[config.mk]
export PLATFORM = sky130hd
export DESIGN_NAME = seven_seg_scanner_flat
export DESIGN_NICKNAME = d
export VERILOG_FILES = /design/src/rtl/seven_seg_pkg.sv /design/src/rtl/seven_seg_scanner_if.sv /design/src/rtl/refresh_prescaler.sv /design/src/rtl/seven_seg_scanner.sv /design/src/flat_wrapper.sv
export SDC_FILE = /design/constraint.sdc
export NUM_CORES = 1
export LEC_CHECK = 0
export ABC_AREA = 1
export BUFFER_PORTS_ARGS = -buffer_cell sky130_fd_sc_hd__buf_2
export CORE_MARGIN = 2
export CORE_UTILIZATION = 40
export DETAILED_ROUTE_END_ITERATION = 7
export PLACE_DENSITY_LB_ADDON = 0.2
export SYNTH_ARGS = -nofsm -noshare
export SYNTH_HDL_FRONTEND = slang
export SYNTH_HIERARCHICAL = 1
export SYNTH_SLANG_ARGS = --single-unit
[constraint.sdc]
create_clock -name clk -period 1.8 [get_ports clk]
set_input_delay 0.09 -clock clk [delete_from_list [all_inputs] [get_ports clk]]
set_output_delay 0.09 -clock clk [all_outputs]
set_load 0.05 [all_outputs]
[src/rtl/seven_seg_pkg.sv]
// Shared definitions for the 4-digit 7-segment scanner: display geometry,
// "all dark" drive constants and the digit byte-select helper.
package seven_seg_pkg;

  localparam int NUM_DIGITS = 4;
  localparam int SEG_W      = 8;

  localparam logic [NUM_DIGITS-1:0] AN_OFF  = 4'hF;
  localparam logic [6:0]            SEG_OFF = 7'h7F;

  typedef logic [1:0] digit_t;

  // One registered snapshot of everything driven onto the display pins.
  typedef struct packed {
    logic [NUM_DIGITS-1:0] an_n;
    logic [6:0]            seg_n;
    logic                  dp_n;
  } drive_t;

  localparam drive_t DRIVE_OFF = '{an_n: AN_OFF, seg_n: SEG_OFF, dp_n: 1'b1};

  // Byte for digit idx of a packed image; digit 0 is the rightmost byte.
  function automatic logic [SEG_W-1:0] digit_byte(
    input logic [NUM_DIGITS*SEG_W-1:0] image,
    input digit_t                      idx
  );
    digit_byte = image[32'(idx) * SEG_W +: SEG_W];
  endfunction

endpackage

[src/rtl/seven_seg_scanner_if.sv]
// Bundle between the image producer / display pins and the scanner.
// master = the side supplying the image and controls, slave = the scanner.
interface seven_seg_scanner_if;

  logic [31:0] board7SD;
  logic        enable;
  logic [2:0]  brightness;
  logic [3:0]  blinkEn;
  logic [3:0]  anN;
  logic [6:0]  segN;
  logic        dpN;
  logic        frameStart;

  modport master (
    output board7SD, enable, brightness, blinkEn,
    input  anN, segN, dpN, frameStart
  );

  modport slave (
    input  board7SD, enable, brightness, blinkEn,
    output anN, segN, dpN, frameStart
  );

endinterface

[src/rtl/refresh_prescaler.sv]
// Free-running digit-slot prescaler; tick marks the last clock of each slot.
module refresh_prescaler #(
  parameter int DIV_LOG2 = 17
) (
  input  logic                clk,
  input  logic                rstN,
  output logic [DIV_LOG2-1:0] pre,
  output logic                tick
);

  // Wrapping up-counter over one digit slot.
  always_ff @(posedge clk or negedge rstN) begin
    if (!rstN) begin
      pre <= '0;
    end else begin
      pre <= pre + DIV_LOG2'(1);
    end
  end

  assign tick = &pre;

endmodule

[src/rtl/seven_seg_scanner.sv]
// Time-multiplexed 4-digit 7-segment driver. The segment image is captured
// once per frame (tear-free), each digit slot starts with a dark blanking
// window, the lit part of the slot is trimmed by brightness, and selected
// digits can blink at a frame-derived rate.
module seven_seg_scanner
  import seven_seg_pkg::*;
#(
  parameter int DIV_LOG2          = 17,
  parameter int BLANK_CYCLES      = 64,
  parameter int BLINK_FRAMES_LOG2 = 6
) (
  input logic                clk,
  input logic                rstN,
  seven_seg_scanner_if.slave bus
);

  localparam logic [DIV_LOG2-1:0] BLANK_THR = DIV_LOG2'(BLANK_CYCLES);

  logic [DIV_LOG2-1:0]           pre;
  logic                          tick;
  logic                          latch;
  digit_t                        dig_reg;
  logic [NUM_DIGITS*SEG_W-1:0]   shadow_reg;
  logic                          frame_start_reg;
  logic [BLINK_FRAMES_LOG2-1:0]  frame_cnt_reg;
  logic                          blink_ph_reg;
  logic [NUM_DIGITS-1:0]         dig_onehot;
  logic [SEG_W-1:0]              cur_byte;
  logic                          digit_on;
  drive_t                        drive_next;
  drive_t                        drive_reg;

  refresh_prescaler #(
    .DIV_LOG2(DIV_LOG2)
  ) u_prescaler (
    .clk  (clk),
    .rstN (rstN),
    .pre  (pre),
    .tick (tick)
  );

  // The image is captured at the end of the last digit's slot, so a whole
  // frame is always drawn from a single snapshot.
  assign latch = tick && (dig_reg == digit_t'(NUM_DIGITS - 1));

  for (genvar gi = 0; gi < NUM_DIGITS; gi++) begin : g_dig_decode
    assign dig_onehot[gi] = (dig_reg == digit_t'(gi));
  end

  // Digit index advance, frame snapshot and frame-start pulse.
  always_ff @(posedge clk or negedge rstN) begin
    if (!rstN) begin
      dig_reg         <= '0;
      shadow_reg      <= '0;
      frame_start_reg <= 1'b0;
    end else begin
      frame_start_reg <= latch;
      if (tick) begin
        dig_reg <= dig_reg + digit_t'(1);
      end
      if (latch) begin
        shadow_reg <= bus.board7SD;
      end
    end
  end

  // Blink phase flips every 2^BLINK_FRAMES_LOG2 captured frames.
  always_ff @(posedge clk or negedge rstN) begin
    if (!rstN) begin
      frame_cnt_reg <= '0;
      blink_ph_reg  <= 1'b0;
    end else if (latch) begin
      frame_cnt_reg <= frame_cnt_reg + BLINK_FRAMES_LOG2'(1);
      if (&frame_cnt_reg) begin
        blink_ph_reg <= ~blink_ph_reg;
      end
    end
  end

  // Decide whether the current digit is lit this cycle and what it shows.
  // Blanking at the head of every slot keeps the anode dark across every
  // digit change, including the 3->0 wrap, regardless of brightness.
  always_comb begin
    cur_byte   = digit_byte(shadow_reg, dig_reg);
    digit_on   = bus.enable
              && (pre >= BLANK_THR)
              && (pre[DIV_LOG2-1 -: 3] <= bus.brightness)
              && !(bus.blinkEn[dig_reg] && blink_ph_reg);
    drive_next = DRIVE_OFF;
    if (digit_on) begin
      drive_next.an_n  = ~dig_onehot;
      drive_next.seg_n = ~cur_byte[6:0];
      drive_next.dp_n  = ~cur_byte[7];
    end
  end

  // Pin drivers are registered so the pads never see combinational glitches.
  always_ff @(posedge clk or negedge rstN) begin
    if (!rstN) begin
      drive_reg <= DRIVE_OFF;
    end else begin
      drive_reg <= drive_next;
    end
  end

  assign bus.anN        = drive_reg.an_n;
  assign bus.segN       = drive_reg.seg_n;
  assign bus.dpN        = drive_reg.dp_n;
  assign bus.frameStart = frame_start_reg;

endmodule

[src/flat_wrapper.sv]
// flat-port wrapper written by rule: the top's interface ports become plain ports
module seven_seg_scanner_flat import seven_seg_pkg::*;
#(
  parameter int DIV_LOG2          = 17,
  parameter int BLANK_CYCLES      = 64,
  parameter int BLINK_FRAMES_LOG2 = 6
)
  (clk, rstN, bus_board7SD, bus_enable, bus_brightness, bus_blinkEn, bus_anN, bus_segN, bus_dpN, bus_frameStart);
  seven_seg_scanner_if bus_i ();
  input logic clk;
  input logic rstN;
  input wire logic [$bits(bus_i.board7SD)-1:0] bus_board7SD;
  input wire logic [$bits(bus_i.enable)-1:0] bus_enable;
  input wire logic [$bits(bus_i.brightness)-1:0] bus_brightness;
  input wire logic [$bits(bus_i.blinkEn)-1:0] bus_blinkEn;
  output wire logic [$bits(bus_i.anN)-1:0] bus_anN;
  output wire logic [$bits(bus_i.segN)-1:0] bus_segN;
  output wire logic [$bits(bus_i.dpN)-1:0] bus_dpN;
  output wire logic [$bits(bus_i.frameStart)-1:0] bus_frameStart;
  assign bus_i.board7SD = bus_board7SD;
  assign bus_i.enable = bus_enable;
  assign bus_i.brightness = bus_brightness;
  assign bus_i.blinkEn = bus_blinkEn;
  assign bus_anN = bus_i.anN;
  assign bus_segN = bus_i.segN;
  assign bus_dpN = bus_i.dpN;
  assign bus_frameStart = bus_i.frameStart;
  seven_seg_scanner #(.DIV_LOG2(DIV_LOG2), .BLANK_CYCLES(BLANK_CYCLES), .BLINK_FRAMES_LOG2(BLINK_FRAMES_LOG2)) u_core (.clk(clk), .rstN(rstN), .bus(bus_i));
endmodule
==> results of run 1 <==
[cell families (layout without fill, tap and decap cells)]
family,count (synthesis),after routing,share of synthesized area (%)
fa+ha+maj,10,10,3.724
buf+inv,40,157,5.326
simple gates,239,239,30.95
xor+xnor,13,13,3.389
flops,71,71,53.33
compound gates,22,22,3.278
[cells in the mapped netlist]
cell | instances | area [sq um]
nand3_2 | 1 | 10.01
nand4_1 | 16 | 100.1
buf_2 | 7 | 35.03
and2_1 | 1 | 6.260
o21ai_1 | 2 | 10.01
ha_1 | 10 | 125.1
nand2_4 | 2 | 22.52
dfrtp_1 | 59 | 1476
a21oi_1 | 2 | 10.01
nand3_1 | 11 | 55.05
inv_2 | 1 | 3.750
and2_0 | 1 | 6.260
nor2_4 | 4 | 45.04
clkinv_4 | 1 | 8.760
nand2_2 | 4 | 25.02
buf_4 | 4 | 30.03
inv_1 | 24 | 90.09
nand3b_1 | 2 | 15.01
xor2_1 | 7 | 61.31
nor3_1 | 1 | 5.000
xnor2_1 | 6 | 52.55
nor3_2 | 1 | 10.01
nor2_2 | 3 | 18.77
nor2_1 | 46 | 172.7
nand2_1 | 146 | 548.0
o21ai_0 | 18 | 90.09
dfstp_2 | 12 | 315.3
clkbuf_1 | 3 | 11.26
[power breakdown]
| part | total (mW) | internal, mW | switching, mW |
|---|---|---|---|
| clock network | 1.46 | 0.849 | 0.609 |
| registers | 1.60 | 1.60 | 0 |
| logic | 0.152 | 0.0888 | 0.0630 |
| total | 3.21 | 2.53 | 0.672 |
[layer usage]
metal | GRT usage (%) | vias to the layer above | routed length (microns)
met2 | 31.06 | 76 | 3769
li1 | - | 1462 | -
met5 | 0 | - | 0
met1 | 24.67 | 1315 | 3596
met3 | 4.743 | 13 | 350
met4 | 8.333 | 0 | 165
[worst reg2reg max path, stage by stage (launching register included)]
cell,delay [ps]
dfrtp_1,390
ha_4,170
nand3_4,80
inv_4,80
nand3_4,70
nor3_4,120
ha_2,220
nand2_4,70
clkinv_4,70
nand2_4,50
nor2_4,120
nand3_2,90
and2_4,140
[worst paths after layout]
check                           cells past startpoint                           startpoint  slack [ps]                             endpoint
min in group asynchronous                           2                                 rstN         250  u_core/u_prescaler/pre[8]$_DFF_PN0_
worst min-delay path                                5                           bus_enable         190          u_core/bus.anN[1]$_DFF_PN1_
worst max register to register                     12  u_core/u_prescaler/pre[0]$_DFF_PN0_          20  u_core/frame_cnt_reg[5]$_DFFE_PN0P_
worst max-delay path                               12  u_core/u_prescaler/pre[0]$_DFF_PN0_          20  u_core/frame_cnt_reg[5]$_DFFE_PN0P_
worst min register to register                      2     u_core/shadow_reg[9]$_DFFE_PN0P_         480     u_core/shadow_reg[9]$_DFFE_PN0P_
max in group asynchronous                           3                                 rstN         910     u_core/shadow_reg[9]$_DFFE_PN0P_
[timing repair]
action | in CTS | in global routing
setup endpoints to repair | 2 | 39
gates cloned | 0 | 0
buffers inserted | 4 | 2
endpoints found under the hold margin | 43 | 0
gates resized for setup | 3 | 9
hold buffers | 33 | 0
pin swaps | 4 | 3
[cell type report]
type                       instances  area, sq um
timing repair buffer             115        827.0
clock inverter                     3        46.29
fill                             746         3620
tap                              105        131.4
multi-input combinational        284         1463
clock buffer                      13        191.4
sequential                        71         1792
inverter                          26        105.1
==> key figures, run 1 <==
Clocking
  – CTS tree: built
  – Clk pin slew, worst setup/hold paths: 80 ps
  – # clock sinks: 71
  – Clock root buffer: clkbuf_8
  – Clk_lat worst skew: 350 ps
  – Total CTS buffers: 9
  – Max Root-Sink Buffers: 2
  – Htree depth: 3

Status
  – Status: finished clean

Floorplan
  – Core area: 8175 sq um
  – FP Rows: 33
  – Initial core utilization: 41.09%
  – IO Count: 55
  – Die width: 95.65 microns
  – Chip height: 95.65 microns
  – DIE AREA: 9148 sq um

Synth
  – Flops & latches, synth: 71
  – Seq/Total Area, Yosys: 53.33%
  – Syn nets: 447
  – Mapped cell area: 3359 sq um
  – Post-Syn Area per Cell: 8.505 sq um
  – Synth Warn #: 6
  – Netlist cell types: 28
  – Syn Inst Count: 395

Pwr
  – Overall Power: 3.206 mW
  – Pleak: 2.211 nW
  – Power Dens Cells: 703.6 nW/um^2
  – VDD IR max: 326.2 uV

GRT
  – Antenna violations before repair: 0
  – Vias in the first global route: 2,868
  – First-pass GRT wire length: 13,200 microns
  – Pin count of the biggest net entering global routing: 49
  – Grt ovf: 0
  – GR Util All Layers: 19.27%

Timing
  – TNS Setup: 0 ps
  – FMAX: 561.3 MHz
  – Final Skew: 15.88 ps
  – Worst Max-Slew Pin Slew: 546.0 ps
  – Final Hold Viols: 0
  – RSZ-0062 raised after global routing: true
  – Final setup violation count: 0
  – Final hold slack: 192.2 ps
  – Tcrit/Tclk final: 98.98%
  – Final max-slew violation count: 0
  – Final min period: 1782 ps
  – Post-route setup slack: 18.43 ps
  – Slew headroom: 63.60%

Setup path
  – WP data arrival: 2010 ps
  – WS Path Type: register to register
  – Startpoint Class: register
  – Setup crit end kind: register
  – Crit-path max cell delay: 390 ps
  – CP top delay family: simple AND/OR/NAND/NOR gates
  – CP Cell Sequence: ha_4 > nand3_4 > inv_4 > nand3_4 > nor3_4 > ha_2 > nand2_4 > clkinv_4 > nand2_4 > nor2_4 > nand3_2 > and2_4
  – Crit path max fanout: 4
  – Buf/Inv on CP: 2
  – Slowest cell on the critical path: dfrtp_1
  – Worst EP required: 2030 ps

Placement
  – PortBufs: 54
  – Gpl congestion: 0.8140
  – Post-placement cell area: 3890 sq um
  – Dpl ws: -49.91 ps
  – Number of instances in the placed design: 562
  – Detail Placement HPWL: 5424 microns

Detailed routing
  – DR WL/cell: 12.77 microns
  – Final WL: 7881 microns
  – Routed Antenna Nets: 0
  – Number of remaining DRC errors: 0
  – Vias per inst: 4.645
  – First-pass DRT Iterations: 4
  – Vias: 2,866
  – Initial DRC Count: 143

Flow run
  – Max Cap Viol: 0

Cells and area
  – Fin cells: 617
  – Share of cells above drive strength 1: 26.56%
  – Final design area excluding fillers: 4556 sq um
  – Post-layout nets: 559
  – Diode count: 0
  – Most common cell after layout, fill and taps aside: nand2_1
  – Synth-to-layout area growth: 35.61%
  – Number of flip-flops in the largest register: 32
  – Most frequent cells in the layout: nand2_1, dfrtp_1, buf_2, nor2_1, dlygate4sd3_1
  – Utilization after layout: 55.72%

Hold path
  – Hold Crit Class: input pin to register
(Power assumes the default switching activity.)
==> inputs of run 2 (changes only) <==
GPL_TIMING_DRIVEN = 0   (was default)
==> run 2 against run 1 <==
  * The flow now finishes with violations (setup timing)
  * Register-to-register slack worse by 70 ps
  * Clock power is 13% higher
  * Clock skew fell by 5.2 ps
  * Die area is the same
  * Non-clock buffer count up 7
  * First-iteration DRC count grew 20%
  * Critical path depth stayed put
  * Largest power group is now clock
==> key figures, run 2 (synthesis gave the netlist of run 1 again) <==
Floorplan
  – Die width: 95.65 microns (unchanged)
  – DIE AREA: 9148 sq um (unchanged)
  – Chip height: 95.65 microns (unchanged)
  – IO Count: 55 (unchanged)
  – FP Rows: 33 (unchanged)
  – Initial core utilization: 41.09% (unchanged)
  – Core area: 8175 sq um (unchanged)

Setup path
  – Crit path max fanout: 6 (+2)
  – Startpoint Class: register
  – Buf/Inv on CP: 3 (+1)
  – Reg2reg start: u_core/u_prescaler/pre[0]$_DFF_PN0_
  – Setup crit end kind: register
  – Crit-path max cell delay: 400 ps (about the same)
  – WS Path Type: register to register
  – Critical path launch point: u_core/u_prescaler/pre[0]$_DFF_PN0_
  – WP data arrival: 2120 ps (+110 ps)
  – Slowest cell on the critical path: dfrtp_1
  – CP Cell Sequence: ha_4 > nand3_4 > inv_4 > nand3_4 > nor3_2 > ha_2 > nand2_4 > clkinv_8 > nand2_4 > nor2_4 > buf_4 > xor2_1
  – CP top delay family: simple AND/OR/NAND/NOR gates
  – Worst EP required: 2070 ps (+40 ps)

Cells and area
  – Number of flip-flops in the largest register: 32 (unchanged)
  – Utilization after layout: 56.69% (+0.96 points)
  – Fin cells: 624 (+1.1%)
  – Most common cell after layout, fill and taps aside: nand2_1
  – Synth-to-layout area growth: 37.95%
  – Final design area excluding fillers: 4634 sq um (+1.7%)
  – Share of cells above drive strength 1: 27.36% (+0.80 points)
  – Post-layout nets: 566 (+1.3%)
  – Diode count: 0 (unchanged)
  – Most frequent cells in the layout: nand2_1, dfrtp_1, buf_2, nor2_1, dlygate4sd3_1

Placement
  – Gpl congestion: 0.8632 (+6.0%)
  – PortBufs: 54 (unchanged)
  – Dpl ws: -260.2 ps (-210.3 ps)
  – Post-placement cell area: 3791 sq um (-2.5%)
  – Detail Placement HPWL: 5176 microns (-4.6%)
  – Number of instances in the placed design: 554 (-1.4%)

GRT
  – Grt ovf: 0 (unchanged)
  – Pin count of the biggest net entering global routing: 72 (+47%)
  – Vias in the first global route: 2,836 (-1.1%)
  – Antenna violations before repair: 0 (unchanged)
  – First-pass GRT wire length: 13,060 microns (-1.0%)
  – GR Util All Layers: 18.90% (-0.37 points)

Clocking
  – # clock sinks: 71 (unchanged)
  – Total CTS buffers: 9 (unchanged)
  – Clk_lat worst skew: 350 ps (about the same)
  – Max Root-Sink Buffers: 2 (unchanged)
  – Htree depth: 3 (unchanged)
  – Clock root buffer: clkbuf_8
  – Clk pin slew, worst setup/hold paths: 80 ps (about the same)
  – CTS tree: built

Detailed routing
  – First-pass DRT Iterations: 4 (unchanged)
  – DR WL/cell: 12.47 microns (-2.4%)
  – Initial DRC Count: 171 (+20%)
  – Final WL: 7779 microns (-1.3%)
  – Vias: 2,906 (+1.4%)
  – Routed Antenna Nets: 0 (unchanged)
  – Number of remaining DRC errors: 0 (unchanged)
  – Vias per inst: 4.657 (+0.26%)

Pwr
  – Flop pwr share: 47.0% (-2.8 points)
  – Switching pwr: 0.6568 mW (-2.2%)
  – Pleak: 2.237 nW (+1.2%)
  – Overall Power: 3.395 mW (+5.9%)
  – Clock Power Share: 48.7% (+3.2 points)
  – Power Dens Cells: 732.6 nW/um^2 (+4.1%)
  – VDD IR max: 513.9 uV (+58%)
  – Switching Fraction: 19.34% (-1.6 points)
  – Combinational power share: 4.3% (-0.4 points)
  – Pint: 2.738 mW (+8.1%)

Timing
  – Post-route setup slack: -53.21 ps (-71.64 ps)
  – Tcrit/Tclk final: 103.0% (+4.0 points)
  – Slew headroom: 40.10% (-24 points)
  – Final hold slack: 63.83 ps (-128.4 ps)
  – TNS Setup: -129.3 ps (-129.3 ps)
  – Final Hold Viols: 0 (unchanged)
  – FMAX: 539.6 MHz (-3.9%)
  – Final Skew: 10.71 ps (-5.169 ps)
  – Final min period: 1853 ps (+71.64 ps)
  – Final max-slew violation count: 0 (unchanged)
  – Final setup violation count: 4 (+4)
  – Worst Max-Slew Pin Slew: 898.6 ps (+352.6 ps)
  – RSZ-0062 raised after global routing: true

Flow run
  – Max Cap Viol: 0 (unchanged)

Hold path
  – Hold path startpoint: bus_enable
  – Hold Crit Class: input pin to register

Status
  – Failing checks: setup timing
  – Status: finished, violations left
run 2: changes by cell type in the layout (fill, tap and decap cells not counted), sizes merged:
cell | before | now
buf | 82 | 87
bufinv | 1 | 4
clkbuf | 13 | 12
run 2: layout make-up:
cell class                      instances  area, sq um
Timing Repair Buffer                  109        784.5
Clock buffer                           10        127.6
Buffer                                 13        102.6
Clock inverter                          6        132.6
Fill cell                             739         3541
Tap cell                              105        131.4
Inverter                               26        112.6
Sequential cell                        71         1792
Multi-Input combinational cell        284         1451
run 2: final timing paths:
kind                                                   endpoint  slack, ps  cells after the start
max                         u_core/frame_cnt_reg[3]$_DFFE_PN0P_        -50                     12
min                                    u_core/bus.dpN$_DFF_PN1_         60                      4
max reg2reg                 u_core/frame_cnt_reg[3]$_DFFE_PN0P_        -50                     12
min reg2reg                   u_core/shadow_reg[10]$_DFFE_PN0P_        480                      2
max in group asynchronous     u_core/shadow_reg[15]$_DFFE_PN0P_        800                      2
min in group asynchronous  u_core/u_prescaler/pre[11]$_DFF_PN0_        400                      2
run 2: power by group through the flow:
stage / clock (mW) / combinational [mW] / sequential, mW
floorplan: 0 / 0.0146 / 1.63
global placement: 0 / 0.0936 / 1.63
detailed placement: 0 / 0.0957 / 1.63
CTS: 1.69 / 0.149 / 1.60
global route: 1.77 / 0.168 / 1.59
finish: 1.65 / 0.147 / 1.60
run 2: worst min-delay path: cells and delay by family:
family                 cells  cell delay (ps)
AOI/OAI and AO/OA          1               60
buffers and inverters      2              140
and+or+nand+nor            1               90
run 2: layer usage:
layer	routed length [microns]	track usage, %	up-vias
met4	221	7.500	0
met1	3530	24.75	1338
met2	3619	29.84	74
met3	407	5.059	22
met5	0	0	-
li1	-	-	1472
run 2: repair_timing:
item | 4_1_cts | 5_1_grt
gates resized for setup | 7 | 21
hold buffers | 33 | 0
pin swaps | 7 | 6
setup endpoints to repair | 36 | 39
gates cloned | 0 | 0
endpoints found under the hold margin | 91 | 0
setup buffers | 15 | 7
